[src/rtl/memory_unit_if.sv]
`default_nettype none
// ============================================================================
//  Module      : memory_unit_if
//  Description : Command and memory-port bundle for memory_unit.
//                slave  - memory_unit side (executes commands, drives memory)
//                master - control unit / memory macro side
//  Signals     : op_i/op_valid_i/op_ready_o  command handshake
//                data_i/data_o               operand in, last read data out
//                done_o/err_o                completion pulse, sticky error
//                addr_o                      MAR value / memory address
//                mem_req_o/mem_we_o/mem_wdata_o/mem_rdata_i/mem_ack_i
//                                            req/ack memory transaction port
//  Revision    : 1.0 - initial release
// ============================================================================
interface memory_unit_if #(
    parameter int ADDR_W = 9,
    parameter int DATA_W = 8
);
    logic [2:0]        op_i;
    logic              op_valid_i;
    logic              op_ready_o;
    logic [DATA_W-1:0] data_i;
    logic [DATA_W-1:0] data_o;
    logic              done_o;
    logic              err_o;
    logic [ADDR_W-1:0] addr_o;
    logic              mem_req_o;
    logic              mem_we_o;
    logic [DATA_W-1:0] mem_wdata_o;
    logic [DATA_W-1:0] mem_rdata_i;
    logic              mem_ack_i;

    modport slave (
        input  op_i, op_valid_i, data_i, mem_rdata_i, mem_ack_i,
        output op_ready_o, data_o, done_o, err_o, addr_o,
               mem_req_o, mem_we_o, mem_wdata_o
    );

    modport master (
        output op_i, op_valid_i, data_i, mem_rdata_i, mem_ack_i,
        input  op_ready_o, data_o, done_o, err_o, addr_o,
               mem_req_o, mem_we_o, mem_wdata_o
    );
endinterface
`default_nettype wire

[src/rtl/memory_unit.sv]
`default_nettype none
// ============================================================================
//  Module      : memory_unit
//  Description : Responder for memory commands from the control unit. Owns the
//                memory address register (MAR), performs absolute/relative
//                address updates and runs READ/WRITE transactions on a req/ack
//                memory port with a timeout abort.
//  Ports       : clk  - system clock, rising edge
//                rst  - synchronous active-high reset
//                bus  - memory_unit_if.slave (command + memory port)
//  Revision    : 1.0 - initial release
// ============================================================================
module memory_unit #(
    parameter int ADDR_W  = 9,
    parameter int DATA_W  = 8,
    parameter int TIMEOUT = 16
) (
    input  wire logic    clk,
    input  wire logic    rst,
    memory_unit_if.slave bus
);

    localparam logic [2:0] c_OP_NOP      = 3'd0;
    localparam logic [2:0] c_OP_READ     = 3'd1;
    localparam logic [2:0] c_OP_WRITE    = 3'd2;
    localparam logic [2:0] c_OP_ABSOLUTE = 3'd3;
    localparam logic [2:0] c_OP_REL_SUB  = 3'd4;
    localparam logic [2:0] c_OP_REL_ADD  = 3'd5;

    localparam logic [0:0] c_ST_IDLE   = 1'b0;
    localparam logic [0:0] c_ST_ACCESS = 1'b1;

    localparam int             CNT_W     = $clog2(TIMEOUT);
    localparam logic [CNT_W-1:0] c_CNT_LAST = CNT_W'(TIMEOUT - 1);

    logic [0:0]        state_q,  state_d;
    logic [ADDR_W-1:0] mar_q,    mar_d;
    logic [DATA_W-1:0] rdata_q,  rdata_d;
    logic [DATA_W-1:0] wdata_q,  wdata_d;
    logic              we_q,     we_d;
    logic              done_q,   done_d;
    logic              err_q,    err_d;
    logic [CNT_W-1:0]  cnt_q,    cnt_d;

    logic              w_accept;
    logic [ADDR_W-1:0] w_operand;

    assign w_accept  = bus.op_valid_i && (state_q == c_ST_IDLE);
    assign w_operand = ADDR_W'(bus.data_i);   // zero-extend operand to MAR width

    // ------------------------------------------------------------------
    // State and datapath registers
    // ------------------------------------------------------------------
    always_ff @(posedge clk) begin
        if (rst) begin
            state_q <= c_ST_IDLE;
            mar_q   <= '0;
            rdata_q <= '0;
            wdata_q <= '0;
            we_q    <= 1'b0;
            done_q  <= 1'b0;
            err_q   <= 1'b0;
            cnt_q   <= '0;
        end else begin
            state_q <= state_d;
            mar_q   <= mar_d;
            rdata_q <= rdata_d;
            wdata_q <= wdata_d;
            we_q    <= we_d;
            done_q  <= done_d;
            err_q   <= err_d;
            cnt_q   <= cnt_d;
        end
    end

    // ------------------------------------------------------------------
    // Next-state and datapath update
    // ------------------------------------------------------------------
    always_comb begin
        state_d = state_q;
        mar_d   = mar_q;
        rdata_d = rdata_q;
        wdata_d = wdata_q;
        we_d    = we_q;
        done_d  = 1'b0;
        err_d   = err_q;
        cnt_d   = cnt_q;

        case (state_q)
            c_ST_IDLE: begin
                if (w_accept) begin
                    err_d  = 1'b0;
                    done_d = 1'b1;
                    case (bus.op_i)
                        c_OP_NOP:      ;
                        c_OP_ABSOLUTE: mar_d = w_operand;
                        // Relative updates wrap modulo 2^ADDR_W by construction
                        c_OP_REL_SUB:  mar_d = mar_q - w_operand;
                        c_OP_REL_ADD:  mar_d = mar_q + w_operand;
                        c_OP_READ, c_OP_WRITE: begin
                            state_d = c_ST_ACCESS;
                            we_d    = (bus.op_i == c_OP_WRITE);
                            wdata_d = bus.data_i;
                            cnt_d   = '0;
                            done_d  = 1'b0;
                        end
                        default:       err_d = 1'b1;
                    endcase
                end
            end
            c_ST_ACCESS: begin
                // Ack is checked first so an ack on the final cycle is not an error
                if (bus.mem_ack_i) begin
                    if (!we_q) begin
                        rdata_d = bus.mem_rdata_i;
                    end
                    state_d = c_ST_IDLE;
                    done_d  = 1'b1;
                    cnt_d   = '0;
                end else if (cnt_q == c_CNT_LAST) begin
                    state_d = c_ST_IDLE;
                    done_d  = 1'b1;
                    err_d   = 1'b1;
                    cnt_d   = '0;
                end else begin
                    cnt_d = cnt_q + 1'b1;
                end
            end
            default: state_d = c_ST_IDLE;
        endcase
    end

    // ------------------------------------------------------------------
    // Outputs
    // ------------------------------------------------------------------
    always_comb begin
        bus.op_ready_o  = (state_q == c_ST_IDLE);
        bus.mem_req_o   = (state_q == c_ST_ACCESS);
        bus.mem_we_o    = we_q && (state_q == c_ST_ACCESS);
        bus.mem_wdata_o = wdata_q;
        bus.addr_o      = mar_q;
        bus.data_o      = rdata_q;
        bus.done_o      = done_q;
        bus.err_o       = err_q;
    end

endmodule
`default_nettype wire

[src/flat_wrapper.sv]
// flat-port wrapper written by rule: the top's interface ports become plain ports
module memory_unit_flat 
#(
    parameter int ADDR_W  = 9,
    parameter int DATA_W  = 8,
    parameter int TIMEOUT = 16
)
  (clk, rst, bus_op_i, bus_op_valid_i, bus_data_i, bus_mem_rdata_i, bus_mem_ack_i, bus_op_ready_o, bus_data_o, bus_done_o, bus_err_o, bus_addr_o, bus_mem_req_o, bus_mem_we_o, bus_mem_wdata_o);
  memory_unit_if #(.ADDR_W(ADDR_W), .DATA_W(DATA_W)) bus_i ();
  input  wire logic clk;
  input  wire logic rst;
  input wire logic [$bits(bus_i.op_i)-1:0] bus_op_i;
  input wire logic [$bits(bus_i.op_valid_i)-1:0] bus_op_valid_i;
  input wire logic [$bits(bus_i.data_i)-1:0] bus_data_i;
  input wire logic [$bits(bus_i.mem_rdata_i)-1:0] bus_mem_rdata_i;
  input wire logic [$bits(bus_i.mem_ack_i)-1:0] bus_mem_ack_i;
  output wire logic [$bits(bus_i.op_ready_o)-1:0] bus_op_ready_o;
  output wire logic [$bits(bus_i.data_o)-1:0] bus_data_o;
  output wire logic [$bits(bus_i.done_o)-1:0] bus_done_o;
  output wire logic [$bits(bus_i.err_o)-1:0] bus_err_o;
  output wire logic [$bits(bus_i.addr_o)-1:0] bus_addr_o;
  output wire logic [$bits(bus_i.mem_req_o)-1:0] bus_mem_req_o;
  output wire logic [$bits(bus_i.mem_we_o)-1:0] bus_mem_we_o;
  output wire logic [$bits(bus_i.mem_wdata_o)-1:0] bus_mem_wdata_o;
  assign bus_i.op_i = bus_op_i;
  assign bus_i.op_valid_i = bus_op_valid_i;
  assign bus_i.data_i = bus_data_i;
  assign bus_i.mem_rdata_i = bus_mem_rdata_i;
  assign bus_i.mem_ack_i = bus_mem_ack_i;
  assign bus_op_ready_o = bus_i.op_ready_o;
  assign bus_data_o = bus_i.data_o;
  assign bus_done_o = bus_i.done_o;
  assign bus_err_o = bus_i.err_o;
  assign bus_addr_o = bus_i.addr_o;
  assign bus_mem_req_o = bus_i.mem_req_o;
  assign bus_mem_we_o = bus_i.mem_we_o;
  assign bus_mem_wdata_o = bus_i.mem_wdata_o;
  memory_unit #(.ADDR_W(ADDR_W), .DATA_W(DATA_W), .TIMEOUT(TIMEOUT)) u_core (.clk(clk), .rst(rst), .bus(bus_i));
endmodule
[config.mk]
export PLATFORM = sky130hd
export DESIGN_NAME = memory_unit_flat
export DESIGN_NICKNAME = d
export VERILOG_FILES = /design/src/rtl/memory_unit_if.sv /design/src/rtl/memory_unit.sv /design/src/flat_wrapper.sv
export SDC_FILE = /design/constraint.sdc
export NUM_CORES = 1
export LEC_CHECK = 0
export BUFFER_PORTS_ARGS = -buffer_cell sky130_fd_sc_hd__buf_2
export CORE_MARGIN = 3
export CORE_UTILIZATION = 49
export CTS_BUF_LIST = sky130_fd_sc_hd__clkbuf_8
export CTS_CLUSTER_DIAMETER = 120
export CTS_CLUSTER_SIZE = 16
export DETAILED_ROUTE_END_ITERATION = 10
export GPL_TIMING_DRIVEN = 0
export PLACE_DENSITY = 0.78
export SETUP_SLACK_MARGIN = 0.1
export SYNTH_ARGS = -nofsm -noshare
export SYNTH_HDL_FRONTEND = slang
export SYNTH_SLANG_ARGS = --single-unit
export TNS_END_PERCENT = 100
[constraint.sdc]
create_clock -name clk -period 1.9 [get_ports clk]
set_input_delay 0 -clock clk [delete_from_list [all_inputs] [get_ports clk]]
set_output_delay 0 -clock clk [all_outputs]
set_load 0.01 [all_outputs]
* Word-level counts from Yosys, hierarchy flattened
Cells that the tools add are included.
** Operators by class
- Equality and inequality tests :: 10
- $add $sub $neg :: 3
- Reductions and logical operators :: 11
- Multiplexer cells :: 21
- Bitwise operators :: 2
** Operators with widths (number)
- 9-bit one-hot mux with 3 select lines :: 1
- 4-bit two-way mux :: 4
- 1-bit two-way mux :: 12
- 3-bit AND reduction :: 4
- 9-bit by 8-bit adder with 9-bit output :: 1
- 9-bit by 8-bit subtractor with 9-bit output :: 1
- 4-bit one-hot mux with 2 select lines :: 1
- 3-bit by 2-bit == test with 1-bit output, second input constant :: 2
- 3-bit == test, second input constant :: 2
- 1-bit one-hot mux with 2 select lines :: 3
- 6-bit OR reduction :: 1
- 4-bit by 1-bit adder with 4-bit output, second input constant :: 1
- 4-bit == test, second input constant :: 1
- 2-bit by 1-bit != test with 1-bit output, second input constant :: 2
- 2-bit != test, second input constant :: 2
- 3-bit by 1-bit == test with 1-bit output, second input constant :: 1
- 3-bit logical NOT :: 1
- 3-bit nonzero test :: 1
- 1-bit logical AND :: 2
- 1-bit NOT :: 2
- 2-bit AND reduction :: 1
- 2-bit OR reduction :: 1
** Word-level totals
- Output and inout port bits :: 30
- Flip-flop bits (word level) :: 33
- Logic and storage cells :: 55

* Longest topological paths before layout
- Word-level depth :: 5
- Depth in mapped cells :: 11
- Depth with buffers taken out :: 11

* Worst setup path after synthesis
No wires, ideal clock.
- Path kind :: input to register
- Start point :: in bus_data_i[1]
- End point :: reg u_core.mar_q[8], in the netlist u_core.bus.addr_o[8]
- Required time :: 1826 ps
- Data arrival time :: 2045 ps
- Path slack :: -219 ps
- Cell stages on the path :: 11
- Cells stage by stage :: inv_1 ha_1 or3b_1 o31ai_1 xnor2_1 ha_1 nand2_1 a211oi_1 or3_4 a21o_1 a31oi_1
** On the way
- Word-level cells in the longest chain between the ends :: 2
- Elaborated cells on any way between the ends :: 3
- Classes of those cells :: 2 x add/sub; 1 x mux
** RTL lines
- start: declaration :: line flat_wrapper.sv:14 : input wire logic [$bits(bus_i.data_i)-1:0] bus_data_i;
- 9-bit by 8-bit adder with 9-bit output or 9-bit by 8-bit subtractor with 9-bit output (tied branches) :: line memory_unit.sv:99, memory_unit.sv:98
- 9-bit one-hot mux with 3 select lines (*) :: line memory_unit.sv:94 : case (bus.op_i)
- end signal: assignment :: line memory_unit.sv:66 : mar_q <= mar_d;
- end: declaration :: line memory_unit.sv:37 : logic [ADDR_W-1:0] mar_q, mar_d;
Every way passes the cells marked *; elsewhere a longest branch is shown, timed or not.
A chain may end at the register's enable or synchronous reset.

* Worst setup path after layout
- Start point :: in bus_data_i[4]
- End point :: reg u_core.mar_q[8], in the netlist u_core.bus.addr_o[8]
The elaborated chain is that of the path after synthesis.

==> results_dict.tcl <==
set metrics [dict create \
    globalRoute.totalOverflow 0 \
    ff_latch_area_um2 662 \
    area_of_combinational_cells_with_multiple_inputs_um2 1370 \
    max_slew.worst_pin.slew_ps 641 \
    mappedNetlistArea_um2 1900 \
    drt-wirelength-per-cell_um 17.6 \
    top_usage_layer "met2" \
    drt_iter0_markers 244 \
    synthCells 228 \
    grt_start_max_net_pins 13 \
    postRouteWirelength_um 6370 \
    initial_antenna_violation_count 0 \
    timing.rr.end "u_core.bus.addr_o[8]" \
    critical_path_source "bus_data_i[4]" \
    slew_headroom 0.573 \
    worstSetupStartpointType "primary input" \
    p_leak_nw 1.26 \
    dpl-instance-area_um2 2280 \
    design.portCount 53 \
    fin_tns_setup_ps -413 \
    worst_setup_path_end_kind "flop" \
    place_inst 324 \
    ant_nets 0 \
    globalRouteMet3Util 0.0788 \
    gp_routability_congestion 0.900 \
    stdcell_area_um2 2820 \
    worst_path_class_setup "primary input to flop" \
    hold_viol_final 0 \
    cts_tree "done" \
    grt_pass1_vias 1871 \
    cp_data_arrival_time_ps 2400 \
    max_capacitance_violation_total 0 \
    floorplan.initialDensity 0.538 \
    io_buffer_count 50 \
    clock_tree.buffer_depth 2 \
    groute.layer.met1.usage 0.328 \
    p_total_mw 1.86 \
    synth_nets 263 \
    achievable-frequency_ghz 0.459 \
    synth_seq_area_share 0.349 \
    synth_ff_type "sky130_fd_sc_hd__dfxtp_1" \
    route.vias.total 2131 \
    power.ir.vdd_worst_uv 611 \
    number_of_distinct_standard_cells_referenced_by_the_synthesized_netlist 36 \
    synth-edff-count 0 \
    drc 0 \
    worstHoldPathCells 3 \
    final_core_utilization 0.800 \
    ctsRootBufferMaster "sky130_fd_sc_hd__clkbuf_8" \
    fp.dieArea_um2 4650 \
    worst-path-max-fanout 6 \
    hold_ws_ps 1.25 \
    fin_skew_ps 12.4 \
    r2r.worst_path.cells 7 \
    source_to_sink_clock_delay_at_the_later_pin_of_the_worst_skew_pair_ps 290 \
    cts-buffers-inserted 5 \
    post_drt_via_cell_ratio 5.89 \
    drt_pass1_iterations 4 \
    antenna_cells_inserted 0 \
    period_share 1.15 \
    final_net_count 350 \
    dp_hpwl_um 3520 \
    placeableCoreArea_um2 3520 \
    power.density_cell_area_nw_per_um2 661 \
    layout.cells.non_filler 362 \
    synth_area_per_inst_um2 8.31 \
    fin_ws_ps -279 \
    timing.final.crit_period_ps 2180 \
    worst_hold_path.endpoint "u_core.bus.addr_o[1]" \
    clock-sinks 33 \
    grt_first_pass_wirelength_um 8710 \
    status "finished with violations" \
    filler_cell_count 222 \
    synthArstFlopShare 0 \
    grt_use_total 0.251 \
    critical_path_required_ps 2120 \
    cell_rows 21 \
    worst-r2r-setup-slack_ps 90 \
    die-height_um 68.2 \
    cts_max_level 2 \
    drive_above_1_share 0.377 \
    synth-warning-count 0 \
    worst_hold_path_type "primary input to flop" \
    layout-area-overhead-vs-synth_pct 48.6 \
    global_route.usage.met2 0.392 \
    dieWidth_um 68.2 \
    worst_r2r_startpoint "u_core.bus.addr_o[0]" \
    failed_checks "setup timing" \
    pre_cts_ws_ps -496 \
    rsz_0062_raised_after_global_routing "true" \
    clkTransAtPathRegs_ps 80 \
    ys_ff_latch 33 \
    timing.hold.worst.start "bus_data_i[1]" \
    slew_viol_final 0 \
    setup-violations-final 2 \
]
-- cells in the mapped netlist (2+ instances only) --
master                     count  area share
sky130_fd_sc_hd__inv_1         6       0.012
sky130_fd_sc_hd__and2_1        2      0.0066
sky130_fd_sc_hd__a21o_1        3       0.012
sky130_fd_sc_hd__nor3_1        6       0.016
sky130_fd_sc_hd__nand3b_1      3       0.012
sky130_fd_sc_hd__o31ai_1       4       0.016
sky130_fd_sc_hd__nand2_1      19       0.038
sky130_fd_sc_hd__nand3_1       6       0.016
sky130_fd_sc_hd__clkbuf_1      8       0.016
sky130_fd_sc_hd__o21a_1        3       0.012
sky130_fd_sc_hd__dfxtp_1      33        0.35
sky130_fd_sc_hd__nand2b_1      3      0.0099
sky130_fd_sc_hd__a21oi_1      15       0.040
sky130_fd_sc_hd__xor2_1        2      0.0092
sky130_fd_sc_hd__nor2_1       36       0.071
sky130_fd_sc_hd__or3_1         2      0.0066
sky130_fd_sc_hd__and3_1        3      0.0099
sky130_fd_sc_hd__a211oi_1      2      0.0079
sky130_fd_sc_hd__mux2i_1      19        0.10
sky130_fd_sc_hd__o21ai_0       8       0.021
sky130_fd_sc_hd__ha_1         11       0.073
sky130_fd_sc_hd__xnor2_1       9       0.042
sky130_fd_sc_hd__a31oi_1       4       0.013
sky130_fd_sc_hd__nor2b_1       4       0.013
sky130_fd_sc_hd__a311oi_1      6       0.028
-- cell type report --
class / count / share of cell area
timing repair buffer: 80 / 0.194
buffer: 9 / 0.0173
sequential: 33 / 0.235
multi-input combinational: 180 / 0.488
clock buffer: 5 / 0.0244
clock inverter: 3 / 0.00800
inverter: 6 / 0.0133
tap: 46 / 0.0204
-- critical path, stage by stage --
cell and delay (ps):
sky130_fd_sc_hd__buf_2 160, sky130_fd_sc_hd__nor3_1 210, sky130_fd_sc_hd__nand2_1 190, sky130_fd_sc_hd__o31ai_2 370, sky130_fd_sc_hd__xnor2_1 200, sky130_fd_sc_hd__ha_2 350, sky130_fd_sc_hd__a21oi_1 170, sky130_fd_sc_hd__o21ai_1 120
sky130_fd_sc_hd__or3_4 350, sky130_fd_sc_hd__a21o_1 160, sky130_fd_sc_hd__a31oi_1 110
-- flip-flops by register name (all words and copies together), names as in the netlist --
| name | count |
|---|---|
| u_core.bus.err_o | 1 |
| u_core.bus.data_o | 8 |
| u_core.we_q | 1 |
| u_core.bus.mem_req_o | 1 |
| u_core.bus.mem_wdata_o | 8 |
| u_core.bus.addr_o | 9 |
| u_core.bus.done_o | 1 |
| u_core.cnt_q | 4 |
-- where the power goes --
| part | leakage (nW) | internal, mW | switching [mW] |
|---|---|---|---|
| sequential | 0.269 | 0.722 | 0.0232 |
| combinational | 0.954 | 0.263 | 0.306 |
| clock | 0.0364 | 0.257 | 0.289 |
-- cells by family after synthesis --
family          synth area share
flops                      0.349
xor+xnor                  0.0508
mux                        0.100
compound gates             0.162
simple gates               0.224
fa+ha+maj                 0.0832
buf+inv                   0.0304
-- worst max-delay path by stage --
stage	endpoint
2_1_floorplan	u_core.bus.addr_o[8]
3_3_place_gp	u_core.bus.addr_o[8]
3_5_place_dp	u_core.bus.addr_o[8]
4_1_cts	u_core.bus.addr_o[8]
5_1_grt	u_core.bus.addr_o[8]
6_report	u_core.bus.addr_o[8]
-- metal layers --
layer / vias to the layer above / wire [um]
met5: - / 0
met4: 0 / 221
met3: 24 / 538
met2: 112 / 3150
met1: 1012 / 2460
li1: 983 / -
-- layout by cell type, fill, tap and decap left out, types with 7 or more instances in the layout --
cell type                        n
sky130_fd_sc_hd__buf_2          48
sky130_fd_sc_hd__nor2_1         34
sky130_fd_sc_hd__mux2i_1        19
sky130_fd_sc_hd__dlygate4sd3_1  10
sky130_fd_sc_hd__buf_4          16
sky130_fd_sc_hd__a21oi_1        10
sky130_fd_sc_hd__xnor2_1         7
sky130_fd_sc_hd__dfxtp_1        32
sky130_fd_sc_hd__nand2_1        15
-- timing repair --
action,CTS,global route
endpoints found under the setup margin,9,15
endpoints found under the hold margin,10,0
gates resized for setup,19,26
hold buffers,10,0
buffers inserted,5,16
pin swaps,12,22
Power figures use the tool's default switching activity.
